==> src/rtl/add_pkg.sv <==
// Shared defaults and FSM encoding for the serial adder/subtractor.
package add_pkg;

    localparam int ADD_WIDTH_DEF = 16;
    localparam int ADD_CHUNK_DEF = 4;

    localparam logic [1:0] IDLE = 2'd0;
    localparam logic [1:0] RUN  = 2'd1;
    localparam logic [1:0] DONE = 2'd2;

endpackage

==> src/rtl/add_serial_if.sv <==
// start/busy/done request bundle with operands and result.
interface add_serial_if
    import add_pkg::*;
#(
    parameter int WIDTH = ADD_WIDTH_DEF
);

    logic             start;
    logic             sub;
    logic [WIDTH-1:0] a;
    logic [WIDTH-1:0] b;
    logic             cin;
    logic             busy;
    logic             done;
    logic [WIDTH-1:0] sum;
    logic             cout;
    logic             ovf;

    modport master (
        output start, sub, a, b, cin,
        input  busy, done, sum, cout, ovf
    );

    modport slave (
        input  start, sub, a, b, cin,
        output busy, done, sum, cout, ovf
    );

endinterface

==> src/rtl/add_chunk.sv <==
// Combinational CHUNK-bit ripple of full-adder cells.
module add_chunk #(
    parameter int CHUNK = 4
) (
    input  logic [CHUNK-1:0] a,
    input  logic [CHUNK-1:0] b,
    input  logic             ci,
    output logic [CHUNK-1:0] s,
    output logic             co,
    output logic             c_msb
);

    logic [CHUNK:0] c;

    assign c[0] = ci;

    for (genvar i = 0; i < CHUNK; i++) begin : g_fa
        assign s[i]   = a[i] ^ b[i] ^ c[i];
        assign c[i+1] = (a[i] & b[i]) | (c[i] & (a[i] ^ b[i]));
    end

    assign co    = c[CHUNK];
    assign c_msb = c[CHUNK-1];

endmodule

==> src/rtl/add_serial.sv <==
// Multi-cycle add/sub, CHUNK bits per clock, LSB chunk first.
// Define ADD_SERIAL_SAT_EN to saturate sum on signed overflow.
module add_serial
    import add_pkg::*;
#(
    parameter int WIDTH = ADD_WIDTH_DEF,
    parameter int CHUNK = ADD_CHUNK_DEF
) (
    input  logic         clk,
    input  logic         rst_n,
    add_serial_if.slave  bus
);

    localparam int NCHUNK = WIDTH / CHUNK;
    localparam int CW     = (NCHUNK > 1) ? $clog2(NCHUNK) : 1;
    localparam logic [CW-1:0] LAST = CW'(NCHUNK - 1);

    logic [1:0]       state;
    logic [CW-1:0]    cnt;
    logic [WIDTH-1:0] a_q;
    logic [WIDTH-1:0] b_q;
    logic             c_q;
    logic [WIDTH-1:0] r_q;
    logic [WIDTH-1:0] sum_q;
    logic             cout_q;
    logic             ovf_q;

    logic [CHUNK-1:0] s;
    logic             co;
    logic             c_msb;
    logic [WIDTH-1:0] s_ext;
    logic [WIDTH-1:0] r_next;

    add_chunk #(.CHUNK(CHUNK)) u_chunk (
        .a     (a_q[CHUNK-1:0]),
        .b     (b_q[CHUNK-1:0]),
        .ci    (c_q),
        .s     (s),
        .co    (co),
        .c_msb (c_msb)
    );

    // New chunk enters at the top; after NCHUNK shifts it is aligned.
    always_comb begin
        s_ext            = '0;
        s_ext[CHUNK-1:0] = s;
        r_next = (r_q >> CHUNK) | (s_ext << (WIDTH - CHUNK));
    end

`ifdef ADD_SERIAL_SAT_EN
    localparam logic [WIDTH-1:0] SMIN = WIDTH'(1) << (WIDTH - 1);
    localparam logic [WIDTH-1:0] SMAX = ~SMIN;

    // On the last chunk a_q[CHUNK-1] is the original sign of A.
    logic [WIDTH-1:0] sum_fin;
    always_comb begin
        sum_fin = r_next;
        if (co ^ c_msb)
            sum_fin = a_q[CHUNK-1] ? SMIN : SMAX;
    end
`else
    logic [WIDTH-1:0] sum_fin;
    assign sum_fin = r_next;
`endif

    always_ff @(posedge clk or negedge rst_n) begin
        if (!rst_n) begin
            state  <= IDLE;
            cnt    <= '0;
            a_q    <= '0;
            b_q    <= '0;
            c_q    <= 1'b0;
            r_q    <= '0;
            sum_q  <= '0;
            cout_q <= 1'b0;
            ovf_q  <= 1'b0;
        end else begin
            case (state)
                IDLE, DONE: begin
                    if (bus.start) begin
                        state <= RUN;
                        a_q   <= bus.a;
                        b_q   <= bus.sub ? ~bus.b : bus.b;
                        c_q   <= bus.cin ^ bus.sub;
                        cnt   <= '0;
                    end else begin
                        state <= IDLE;
                    end
                end
                RUN: begin
                    a_q <= a_q >> CHUNK;
                    b_q <= b_q >> CHUNK;
                    c_q <= co;
                    r_q <= r_next;
                    cnt <= cnt + 1'b1;
                    if (cnt == LAST) begin
                        state  <= DONE;
                        sum_q  <= sum_fin;
                        cout_q <= co;
                        ovf_q  <= co ^ c_msb;
                    end
                end
                default: state <= IDLE;
            endcase
        end
    end

    assign bus.busy = (state == RUN);
    assign bus.done = (state == DONE);
    assign bus.sum  = sum_q;
    assign bus.cout = cout_q;
    assign bus.ovf  = ovf_q;

endmodule

==> src/flat_wrapper.sv <==
// flat-port wrapper written by rule: the top's interface ports become plain ports
module add_serial_flat import add_pkg::*;
#(
    parameter int WIDTH = ADD_WIDTH_DEF,
    parameter int CHUNK = ADD_CHUNK_DEF
)
  (clk, rst_n, bus_start, bus_sub, bus_a, bus_b, bus_cin, bus_busy, bus_done, bus_sum, bus_cout, bus_ovf);
  add_serial_if #(.WIDTH(WIDTH)) bus_i ();
  input  logic clk;
  input  logic rst_n;
  input wire logic [$bits(bus_i.start)-1:0] bus_start;
  input wire logic [$bits(bus_i.sub)-1:0] bus_sub;
  input wire logic [$bits(bus_i.a)-1:0] bus_a;
  input wire logic [$bits(bus_i.b)-1:0] bus_b;
  input wire logic [$bits(bus_i.cin)-1:0] bus_cin;
  output wire logic [$bits(bus_i.busy)-1:0] bus_busy;
  output wire logic [$bits(bus_i.done)-1:0] bus_done;
  output wire logic [$bits(bus_i.sum)-1:0] bus_sum;
  output wire logic [$bits(bus_i.cout)-1:0] bus_cout;
  output wire logic [$bits(bus_i.ovf)-1:0] bus_ovf;
  assign bus_i.start = bus_start;
  assign bus_i.sub = bus_sub;
  assign bus_i.a = bus_a;
  assign bus_i.b = bus_b;
  assign bus_i.cin = bus_cin;
  assign bus_busy = bus_i.busy;
  assign bus_done = bus_i.done;
  assign bus_sum = bus_i.sum;
  assign bus_cout = bus_i.cout;
  assign bus_ovf = bus_i.ovf;
  add_serial #(.WIDTH(WIDTH), .CHUNK(CHUNK)) u_core (.clk(clk), .rst_n(rst_n), .bus(bus_i));
endmodule
==> config.mk <==
export PLATFORM = sky130hd
export DESIGN_NAME = add_serial_flat
export DESIGN_NICKNAME = d
export VERILOG_FILES = /design/src/rtl/add_pkg.sv /design/src/rtl/add_serial_if.sv /design/src/rtl/add_chunk.sv /design/src/rtl/add_serial.sv /design/src/flat_wrapper.sv
export SDC_FILE = /design/constraint.sdc
export NUM_CORES = 1
export LEC_CHECK = 0
export ABC_AREA = 1
export BUFFER_PORTS_ARGS = -buffer_cell sky130_fd_sc_hd__buf_2
export CAP_MARGIN = 5
export CORE_MARGIN = 2
export CORE_UTILIZATION = 40
export CTS_CLUSTER_SIZE = 16
export DETAILED_ROUTE_END_ITERATION = 7
export GPL_ROUTABILITY_DRIVEN = 1
export GPL_TIMING_DRIVEN = 0
export PLACE_DENSITY = 0.65
export SETUP_SLACK_MARGIN = 0.4
export SLEW_MARGIN = 20
export SYNTH_ARGS = -nofsm -noshare
export SYNTH_HDL_FRONTEND = slang
export SYNTH_SLANG_ARGS = --single-unit
export TNS_END_PERCENT = 100
==> constraint.sdc <==
create_clock -name clk -period 7.1 [get_ports clk]
set_clock_uncertainty 0.2 [all_clocks]
set_input_delay 1.42 -clock clk [delete_from_list [all_inputs] [get_ports clk]]
set_output_delay 1.42 -clock clk [all_outputs]
set_load 0.1 [all_outputs]
# After elaboration in Yosys (flattened, before gate mapping)
# Index checks and enable logic that the tools add are counted.
# Widths: inputs -> output; s select.
classes:
  add_sub_neg: 1
  n_eq_ne: 5
  n_mux: 12
  n_bitwise: 24
  reduce_logical: 5
ops:
  columns: ["cell", "count"]
  rows:
  - ["$pmux 16 s2", 2]
  - ["$mux 16", 3]
  - ["$not 16->16", 1]
  - ["$or 12x16->16", 1]
  - ["$xor 1x1->1", 10]
  - ["$and 1x1->1", 8]
  - ["$pmux 2 s2", 2]
  - ["$eq 2x2->1 const B", 2]
  - ["$mux 2", 2]
  - ["$or 1x1->1", 4]
  - ["$reduce_and 2->1", 2]
  - ["$add 2x1->2 const B", 1]
  - ["$eq 2x1->1 const B", 1]
  - ["$logic_not 2->1", 1]
  - ["$mux 1", 2]
  - ["$ne 2x1->1 const B", 1]
  - ["$ne 2x2->1 const B", 1]
  - ["$pmux 1 s2", 1]
  - ["$reduce_bool 2->1", 1]
  - ["$reduce_or 2->1", 1]
totals:
  register_bits: 71
  inputBits: 37
  out_inout_bits: 20
  wordCells: 56

# Depth between registers and ports, before layout
depth:
  word_depth: 10
  ltp_mapped: 10
  ltp_nobuf: 10

# By module
# From an unflattened synthesis, not the netlist that was laid out.
hier_totals:
  cells_unflattened: 400
  area_unflattened_um2: 3231.8
by_module_without_submodules:
  columns: ["mod", "n_inst", "cells_per_inst", "area_each_um2", "seq_area_each_um2"]
  rows:
  - ["add_serial", 1, 388, 3121.7, 1676.6]
  - ["add_chunk", 1, 12, 110.1, 0.0]

# Least setup slack after synthesis
# Ideal clock, no wire load.
synth_path:
  kind: "register to output"
  start: "reg u_core.state[0]"
  end: "out bus_done"
  arrival_time_ns: 1.967
  required_time_ns: 5.480
  setup_slack_ns: 3.513
  path_stages_with_launch: 4
  n_path_buf: 2
  path_cell_list: "dfrtp_1 -> buf_6 -> clkbuf_1 -> nor2_1"
synth_via:
  elab_chain_cells: 1
synth_lines:
  columns: ["item", "line_no", "source"]
  rows:
  - ["start: declaration", "add_serial.sv:18", "logic [1:0] state;"]
  - ["start signal: assignment", "add_serial.sv:68", "state <= IDLE;"]
  - ["start signal: assignment", "add_serial.sv:81", "state <= RUN;"]
  - ["start signal: assignment", "add_serial.sv:87", "state <= IDLE;"]
  - ["$eq 2x2->1", "add_serial.sv:109", "assign bus.done = (state == DONE);"]
  - ["end: declaration", "flat_wrapper.sv:17", "output wire logic [$bits(bus_i.done)-1:0] bus_done;"]
# No other way between the ends.

# Final worst setup path
layout_path:
  start: "reg u_core.state[0]"
  end: "out bus_busy"
layout_via:
  elab_chain_cells: 1
layout_lines:
  columns: ["item", "line_no", "source"]
  rows:
  - ["$eq 2x1->1", "add_serial.sv:108", "assign bus.busy = (state == RUN);"]
  - ["end: declaration", "flat_wrapper.sv:16", "output wire logic [$bits(bus_i.busy)-1:0] bus_busy;"]
# No other way between the ends.

==> flow_summary.json <==
{
  "status": "complete, no violations",
  "place.gp.congestion": 0.792,
  "overflow": 0,
  "cp.required_ns": 5.48,
  "post-synth-top-count-cell": "nand2_1",
  "clk_latency_ns": 0.35,
  "track_usage": 0.179,
  "drcViolationCount": 0,
  "power_switching_mw": 1.05,
  "critical_path.max_fanout": 10,
  "start_util": 0.408,
  "worstMarginPinSlew_ns": 0.490,
  "cts_max_level": 3,
  "tns_ns": 0,
  "syn_nets": 443,
  "die_w_um": 95.0,
  "fin_nets": 511,
  "seqPwrFrac": 0.316,
  "synth_common_cells": "174 x nand2_1, 67 x dfrtp_1, 53 x nand3_1",
  "combinationalPowerShare": 0.529,
  "clockBufferDepth": 2,
  "diodes": 0,
  "cts_tree": "built",
  "total_power_mw": 2.09,
  "netlist-cell-type-count": 25,
  "cts_resized": 0,
  "ant_nets": 0,
  "yosysSeqAreaShare": 0.506,
  "area_delta_synth_final_pct": 19.4,
  "slew_headroom": 0.675,
  "cts.sinks": 67,
  "port_buffers": 56,
  "grt_pass1_vias": 2631,
  "cp-start-kind": "register",
  "avgSynthCellArea_um2": 8.27,
  "layout-drive-gt1-share": 0.238,
  "postCtsSetupBuffers": 0,
  "power_frac_clock": 0.155,
  "dieHeight_um": 95.0,
  "rsz0062_at_grt": "no",
  "post-synth-top-area-cell": "dfrtp_1",
  "leakage_nw": 2.21,
  "finalSetupViolCount": 0,
  "crit_type": "register to primary output",
  "fillerInstances": 822,
  "async_flop_share": 1.00,
  "wirelength_um": 7070,
  "vias": 2649,
  "power_density_nw_per_um2": 527,
  "viasPerCell": 4.58,
  "end_kind": "primary output",
  "wl_per_cell_um": 12.2,
  "drt_first_iter_violations": 114,
  "maxCapViolations": 0,
  "crit_arrival_ns": 1.85,
  "synthFlopType": "dfrtp_1",
  "io_pins": 57,
  "p_sw_frac": 0.501,
  "holdWs_ns": 0.272,
  "ys_seq_elements": 67,
  "ctsRootBufferMaster": "clkbuf_8",
  "hpwlAfterDp_um": 5080,
  "layout_worst_path_cycle_share": 0.488,
  "synthTopCellsByArea": "dfrtp_1 51%, nand2_1 20%, nand3_1 8.0%, inv_1 4.6%, nand3_2 3.0%",
  "yosys_warnings": 0,
  "fmax_mhz": 289,
  "hold_path.class": "register to register",
  "cts.reportedPaths.clkPinSlew_ns": 0.08,
  "hold_buffers": 0,
  "p_int_mw": 1.04,
  "ir_worst_vdd_v": 0.000235,
  "die_area_um2": 9030,
  "slew_viol_final": 0,
  "yosysTopAreaCellShare": 0.506,
  "grt_pass1_wl_um": 12200,
  "grt_max_degree": 44,
  "antenna_found_initial": 0,
  "layout_min_cycle_time_ns": 3.47,
  "fp-row-count": 33,
  "finalNonFillerCells": 579,
  "syn_area_um2": 3320,
  "firstDrtPassIters": 4,
  "synth-edff-count": 0,
  "hold_viol_final": 0,
  "cts_buffers": 9,
  "synthesis.instances": 401,
  "coreArea_um2": 8130,
  "place_inst": 563
}
power by group through the flow:
stage	combinational, mW	sequential, mW	clock (mW)
floorplan	0.604	0.946	0
global placement	1.09	0.659	0
detailed placement	1.12	0.667	0
CTS	1.12	0.660	0.330
global route	1.22	0.680	0.347
finish	1.10	0.659	0.324
flip-flops by register name (all words and copies together), names as in the netlist:
signal and count:
u_core.bus.ovf 1, u_core.state 2, u_core.cnt 2, u_core.bus.cout 1
u_core.b_q 16, u_core.a_q 16, u_core.bus.sum 16, u_core.r_q 12
u_core.c_q 1
layout make-up:
class,instances,area (um2),share of cell area
Sequential cell,67,1680,0.424
Multi-Input combinational cell,270,1310,0.331
Tap cell,105,131,0.0332
Inverter,45,171,0.0433
Clock inverter,7,76.3,0.0193
Timing Repair Buffer,57,310,0.0784
Clock buffer,9,124,0.0313
Buffer,19,159,0.0402
critical path: stages (launching register included):
cell and delay, ns:
dfrtp_1 0.35, buf_6 0.15, inv_4 0.07, nor2_8 0.17, buf_2 0.28, buf_2 0.47
final timing paths:
| check | start | slack (ns) | to | depth (start not counted) |
|---|---|---|---|---|
| setup reg to reg | u_core.c_q | 4.53 | u_core.bus.sum[15] | 10 |
| hold reg to reg | u_core.bus.cout | 0.27 | u_core.bus.cout | 2 |
| setup / recovery | u_core.state[0] | 3.63 | bus_busy | 5 |
| hold / removal | u_core.bus.cout | 0.27 | u_core.bus.cout | 2 |
| max in group asynchronous | rst_n | 5.41 | u_core.a_q[5] | 2 |
| min in group asynchronous | rst_n | 0.76 | u_core.bus.sum[3] | 1 |
cell usage in the layout (no fill, tap or decap), types with 2 or more instances in the layout:
cell type,instances
fa_1,4
clkbuf_8,9
buf_4,2
clkinvlp_4,2
nand2_4,2
nor2_4,2
xor2_1,2
nand2_1,174
nor2_1,6
nand2_2,2
nand3_1,53
buf_6,4
buf_2,63
inv_6,2
o21ai_0,8
inv_1,41
clkbuf_1,3
dfrtp_1,67
o21ai_2,3
nand3_2,10
inv_2,3
buf_12,2
metrics by stage:
| step | utilization | setup WS (ns) | instance area, um2 |
|---|---|---|---|
| final | 0.487 | 3.63 | 3960 |
| after detailed placement | 0.462 | 4.02 | 3760 |
| after global routing | 0.487 | 3.53 | 3960 |
| after floorplan | - | 3.51 | 3320 |
| after CTS | 0.487 | 3.62 | 3960 |
| after global placement | 0.458 | 4.01 | 3730 |
per-layer routing:
layer  wire (um)  share of wire  vias to the layer above  track usage
li1            -              -                     1362            -
met2        3380           0.48                       60        0.301
met5           0              0                        -            0
met3         325          0.046                        5       0.0601
met4          75          0.011                        0       0.0471
met1        3290           0.47                     1222        0.220
cell families (layout without fill, tap and decap cells):
kind of cell | after synthesis | count (layout) | share of synthesized area
xor gates and xnor gates | 3 | 3 | 0.00793
DFF | 67 | 67 | 0.506
AOI/OAI and AO/OA | 12 | 12 | 0.0215
buffers and inverters | 64 | 137 | 0.0996
adders and majority gates | 5 | 5 | 0.0279
and+or+nand+nor | 250 | 250 | 0.337
(Power assumes the default switching activity.)
